### src/rtl/axi_lite_pkg.sv
// ============================================================================
// Module : axi_lite_pkg
// Brief  : Shared FSM state encoding and AXI response codes.
// Rev    : 1.0
// ============================================================================
`default_nettype none

package axi_lite_pkg;

    typedef enum logic [2:0] {
        IDLE   = 3'd0,
        WRITE  = 3'd1,
        WAIT_B = 3'd2,
        READ   = 3'd3,
        WAIT_R = 3'd4,
        RESP   = 3'd5
    } state_t;

    localparam logic [1:0] RESP_OKAY   = 2'b00;
    localparam logic [1:0] RESP_EXOKAY = 2'b01;
    localparam logic [1:0] RESP_SLVERR = 2'b10;
    localparam logic [1:0] RESP_DECERR = 2'b11;

endpackage

`default_nettype wire

### src/rtl/axi_lite_master.sv
// ============================================================================
// Module : axi_lite_master
// Brief  : Single-outstanding AXI4-Lite master driven by a cmd/rsp handshake.
// Rev    : 1.0
// ============================================================================
`default_nettype none

module axi_lite_master
    import axi_lite_pkg::*;
#(
    parameter int ADDR_W = 32,
    parameter int DATA_W = 32
) (
    input  logic                ACLK,
    input  logic                ARESETn,

    input  logic                cmd_valid,
    output logic                cmd_ready,
    input  logic                cmd_write,
    input  logic [ADDR_W-1:0]   cmd_addr,
    input  logic [DATA_W-1:0]   cmd_wdata,
    input  logic [DATA_W/8-1:0] cmd_wstrb,

    output logic                rsp_valid,
    input  logic                rsp_ready,
    output logic [DATA_W-1:0]   rsp_rdata,
    output logic [1:0]          rsp_resp,

    output logic [ADDR_W-1:0]   M_AXI_AWADDR,
    output logic                M_AXI_AWVALID,
    input  logic                M_AXI_AWREADY,

    output logic [DATA_W-1:0]   M_AXI_WDATA,
    output logic [DATA_W/8-1:0] M_AXI_WSTRB,
    output logic                M_AXI_WVALID,
    input  logic                M_AXI_WREADY,

    input  logic [1:0]          M_AXI_BRESP,
    input  logic                M_AXI_BVALID,
    output logic                M_AXI_BREADY,

    output logic [ADDR_W-1:0]   M_AXI_ARADDR,
    output logic                M_AXI_ARVALID,
    input  logic                M_AXI_ARREADY,

    input  logic [DATA_W-1:0]   M_AXI_RDATA,
    input  logic [1:0]          M_AXI_RRESP,
    input  logic                M_AXI_RVALID,
    output logic                M_AXI_RREADY
);

    state_t                state;
    state_t                state_next;

    logic [ADDR_W-1:0]     addr_q;
    logic [DATA_W-1:0]     wdata_q;
    logic [DATA_W/8-1:0]   wstrb_q;
    logic                  awvalid_q;
    logic                  wvalid_q;
    logic                  arvalid_q;
    logic [DATA_W-1:0]     rdata_q;
    logic [1:0]            resp_q;

    logic                  accept;
    logic                  aw_hs;
    logic                  w_hs;
    logic                  ar_hs;
    logic                  b_hs;
    logic                  r_hs;

    assign accept = (state == IDLE) && cmd_valid;
    assign aw_hs  = awvalid_q && M_AXI_AWREADY;
    assign w_hs   = wvalid_q && M_AXI_WREADY;
    assign ar_hs  = arvalid_q && M_AXI_ARREADY;
    assign b_hs   = (state == WAIT_B) && M_AXI_BVALID;
    assign r_hs   = (state == WAIT_R) && M_AXI_RVALID;

    always_ff @(posedge ACLK or negedge ARESETn) begin
        if (!ARESETn) begin
            state <= IDLE;
        end else begin
            state <= state_next;
        end
    end

    always_comb begin
        state_next = state;
        case (state)
            IDLE:   if (cmd_valid)     state_next = cmd_write ? WRITE : READ;
            // Each channel is finished if it already handshook or does so now.
            WRITE:  if ((!awvalid_q || M_AXI_AWREADY) && (!wvalid_q || M_AXI_WREADY))
                                       state_next = WAIT_B;
            WAIT_B: if (M_AXI_BVALID)  state_next = RESP;
            READ:   if (ar_hs)         state_next = WAIT_R;
            WAIT_R: if (M_AXI_RVALID)  state_next = RESP;
            RESP:   if (rsp_ready)     state_next = IDLE;
            default:                   state_next = IDLE;
        endcase
    end

    always_ff @(posedge ACLK or negedge ARESETn) begin
        if (!ARESETn) begin
            addr_q    <= '0;
            wdata_q   <= '0;
            wstrb_q   <= '0;
            awvalid_q <= 1'b0;
            wvalid_q  <= 1'b0;
            arvalid_q <= 1'b0;
            rdata_q   <= '0;
            resp_q    <= RESP_OKAY;
        end else begin
            if (accept) begin
                addr_q    <= cmd_addr;
                wdata_q   <= cmd_wdata;
                wstrb_q   <= cmd_wstrb;
                awvalid_q <= cmd_write;
                wvalid_q  <= cmd_write;
                arvalid_q <= !cmd_write;
            end
            if (aw_hs) awvalid_q <= 1'b0;
            if (w_hs)  wvalid_q  <= 1'b0;
            if (ar_hs) arvalid_q <= 1'b0;
            if (b_hs) begin
                rdata_q <= '0;
                resp_q  <= M_AXI_BRESP;
            end
            if (r_hs) begin
                rdata_q <= M_AXI_RDATA;
                resp_q  <= M_AXI_RRESP;
            end
        end
    end

    assign cmd_ready     = (state == IDLE);
    assign rsp_valid     = (state == RESP);
    assign rsp_rdata     = rdata_q;
    assign rsp_resp      = resp_q;

    assign M_AXI_AWADDR  = addr_q;
    assign M_AXI_AWVALID = awvalid_q;
    assign M_AXI_WDATA   = wdata_q;
    assign M_AXI_WSTRB   = wstrb_q;
    assign M_AXI_WVALID  = wvalid_q;
    assign M_AXI_BREADY  = (state == WAIT_B);
    assign M_AXI_ARADDR  = addr_q;
    assign M_AXI_ARVALID = arvalid_q;
    assign M_AXI_RREADY  = (state == WAIT_R);

endmodule

`default_nettype wire

### config.mk
export PLATFORM = sky130hd
export DESIGN_NAME = axi_lite_master
export DESIGN_NICKNAME = d
export VERILOG_FILES = /design/src/rtl/axi_lite_pkg.sv /design/src/rtl/axi_lite_master.sv
export SDC_FILE = /design/constraint.sdc
export NUM_CORES = 1
export LEC_CHECK = 0
export BUFFER_PORTS_ARGS = -buffer_cell sky130_fd_sc_hd__buf_2
export CAP_MARGIN = 25
export CORE_ASPECT_RATIO = 1.25
export CORE_MARGIN = 1
export CORE_UTILIZATION = 25
export DETAILED_ROUTE_END_ITERATION = 6
export SETUP_SLACK_MARGIN = 0.2
export SYNTH_ARGS = -nofsm -noshare
export SYNTH_HDL_FRONTEND = slang
export SYNTH_SLANG_ARGS = --single-unit
export TNS_END_PERCENT = 50
### constraint.sdc
create_clock -name ACLK -period 2.9 [get_ports ACLK]
set_input_delay 0.145 -clock ACLK [delete_from_list [all_inputs] [get_ports ACLK]]
set_output_delay 0.145 -clock ACLK [all_outputs]
set_load 0.01 [all_outputs]
==> flow_summary.toml <==
[run_status]
status = "finished, final reports clean"

[detailed_routing]
met3_length_um = 766
sum_of_routed_wire_segments_on_met1_um = 4410
postRouteWirelength_um = 11400
dr_total_vias = 3627
met2_wirelength_um = 5880
first_iter_violations = 108
antenna_violation_net_count_after_detailed_routing = 0
drt_first_pass_iters = 4
routedWlPerCell_um = 13.3
routed_via_density = 4.23
detail_route.drc_violations = 0
top_signal_layer_used = "met4"

[global_route]
gr-total-overflow = 0
grt_pass1_vias = 3558
antenna_found_initial = 1
first_pass_grt_wire_length_um = 17600
groute.usage.overall_pct = 12.4
maximum_number_of_pins_on_one_net_before_global_route_repair = 56

[synth]
synth-warning-count = 0
post_synth_num_cell_types = 29
netlist_area_um2 = 4540
synth_top_area_cell = "dfrtp_1"
yosys_register_bits = 108
number_of_instances_in_the_synthesized_netlist = 366
synthDominantCellAreaShare_pct = 59.5
synth_top_cells_by_area = "dfrtp_1, mux2_2, nand2_1, buf_4, o21ai_0"
synth_nets = 480
seq_area_frac_synth_pct = 59.5
synthesis.area_per_instance_um2 = 12.4

[clock_network]
postCtsSetupRepairBufs = 0
cts_buffer_depth = 2
clock_latency_ns = 0.34
clock_root_buffer = "clkbuf_16"
cts_tree = "built"
numClockSinks = 108
clkTransAtPathRegs_ns = 0.07
h_tree_level_count = 3
post_cts.resized_instances = 0
cts_buffers = 9

[layout]
post-route-cell-area_um2 = 6460
num-nets-final = 741
drive_gt1_share_pct = 53.5
syn2layout_area_growth_pct = 42.3

[sta]
layout_min_cycle_time_ns = 2.05
worst-slew-pin-transition_ns = 0.732
hold_violations = 0
report.final.setup_viol = 0
timing.fmax_mhz = 488
slew_viol_final = 0
slew_headroom_pct = 51.2
grt_setup_unrepaired = "false"
summed_negative_setup_slack_over_all_endpoints_ns = 0
skew_ns = 0.00371
post-route-period-util_pct = 70.7

[worst_setup_path]
critical_path.n_buffers_inverters = 1
cp_top_family = "simple AND/OR/NAND/NOR gates"
worst-setup-path-type = "reg -> reg"
critPathArrivalTime_ns = 2.28
reg2regPathDepth = 4
worst_setup_path_start_kind = "flip-flop"
cp_cell_sequence = "nand2b_1, nor3_4, buf_12, mux2_2"
cp_slowest_cell = "nor3_4"
critical-path-max-stage-delay_ns = 0.55
timing.rr.start = "state[1]"
critPathRequiredTime_ns = 3.13
critical_path.reg2reg.endpoint = "M_AXI_ARADDR[0]"
cp_max_fo = 24
worst_setup_path_end_kind = "flip-flop"
worst-r2r-setup-slack_ns = 0.85

[min_path]
holdCritStartpoint = "M_AXI_RDATA[29]"
worstHoldEndpoint = "rsp_rdata[29]"
type_of_the_most_critical_hold_path = "in -> reg"
hold-path-cell-count = 3

[placed_design]
dpl.hpwl_um = 8130
place_congestion = 0.774
port_buffers = 254
dpl-instance-area_um2 = 5820

[power]
power-per-cell-area_nw_per_um2 = 1020
static_power_due_to_leakage_nw = 3.23
total_power_mw = 6.61
ir_worst_vdd_v = 0.000387

[floorplan]
floorplan.die_area_um2 = 18700
rows = 54
effective_utilization_at_floorplan_pct = 25.8
core-area_um2 = 17600
num_io_pins = 255
chipHeight_um = 153
fp.dieW_um = 123

[run]
maxCapViolations = 0
[registers in the layout, indices dropped and copies added, names as in the netlist]
signal         flops
M_AXI_WVALID       1
rsp_rdata         32
M_AXI_ARVALID      1
M_AXI_AWVALID      1
M_AXI_ARADDR      32
M_AXI_WDATA       32
M_AXI_WSTRB        4
state              3
rsp_resp           2
[layout by cell type, fill, tap and decap left out, types with 2 or more instances in the layout]
| master | instances |
|---|---|
| a211oi_1 | 2 |
| buf_12 | 3 |
| buf_2 | 253 |
| buf_4 | 10 |
| clkbuf_1 | 2 |
| clkbuf_16 | 9 |
| clkinv_2 | 2 |
| clkinvlp_4 | 2 |
| dfrtp_1 | 108 |
| dlygate4sd3_1 | 37 |
| mux2_1 | 15 |
| mux2_2 | 55 |
| mux2i_1 | 3 |
| nand2_1 | 69 |
| nand3_1 | 3 |
| nor2_1 | 5 |
| nor2b_1 | 3 |
| o21ai_0 | 35 |
[kinds of logic after synthesis]
family                 share of synthesized area [%]
buffers and inverters                           9.03
DFF                                             59.5
muxes                                           18.0
and+or+nand+nor                                 8.62
AOI/OAI and AO/OA                               4.85
[how the worst max path moves through the flow]
stage	cells past startpoint	to	slack [ns]	start
2_1_floorplan	4	M_AXI_ARADDR[11]	1.31	state[1]
3_3_place_gp	4	M_AXI_ARADDR[5]	0.89	state[1]
3_5_place_dp	4	M_AXI_ARADDR[0]	0.80	state[1]
4_1_cts	4	M_AXI_ARADDR[0]	0.80	state[1]
5_1_grt	4	M_AXI_ARADDR[25]	0.66	state[1]
6_report	4	M_AXI_ARADDR[0]	0.85	state[1]
[per-stage QoR]
| stage | std cells | hold WS, ns | setup WS (ns) | utilization [%] |
|---|---|---|---|---|
| after detailed placement | 803 | 0.258 | 0.805 | 33.0 |
| final | 857 | 0.0122 | 0.851 | 36.7 |
| after global routing | 856 | 0.00469 | 0.664 | 36.6 |
| after floorplan | 366 | -0.151 | 1.31 | - |
| after CTS | 856 | 0.000953 | 0.797 | 36.6 |
| after global placement | 803 | 0.250 | 0.892 | 33.0 |
[power breakdown]
part           switching [mW]  internal, mW
Clock                   0.546         0.605
Sequential              0.440          2.22
Combinational            1.39          1.41
Total                    2.38          4.24
[area by class of cell]
class	count	area (um^2)
flip-flops and latches	108	2700
inverters	1	3.75
multi-input cells	204	1430
clock inverters	4	25.0
well taps	224	280
diodes	1	2.50
fillers	1727	11200
clock buffers	12	246
repair buffers	303	1770
[per-layer routing]
metal	track usage, %	vias up
li1	-	1723
met1	13.1	1717
met2	22.2	164
met3	3.59	23
met4	5.63	0
met5	0	-
[worst reg2reg max path, cell delays in order (launching register included)]
cell,delay [ns]
dfrtp_1,0.49
nand2b_1,0.27
nor3_4,0.55
buf_12,0.26
mux2_2,0.36
[synthesized netlist by cell type]
cell	n
dfrtp_1	108
nand2_1	69
mux2_2	55
o21ai_0	35
buf_4	34
mux2_1	15
buf_6	10
clkbuf_1	5
nor2_1	5
mux2i_1	3
nand3_1	3
nor2b_1	3
a211oi_1	2
and2_1	2
buf_2	2
clkbuf_2	2
a21boi_0	1
a21oi_1	1
inv_1	1
nand2b_1	1
nand3b_1	1
nand4_1	1
nor3_1	1
nor3_4	1
nor3b_1	1
nor3b_2	1
nor4_1	1
o211a_1	1
o211ai_1	1
[timing repair]
| item | CTS | global route |
|---|---|---|
| hold buffers | 37 | 0 |
| endpoints found under the hold margin | 89 | 0 |
| setup endpoints to repair | 0 | 0 |
Note: power is estimated with default switching activity, not from simulation.
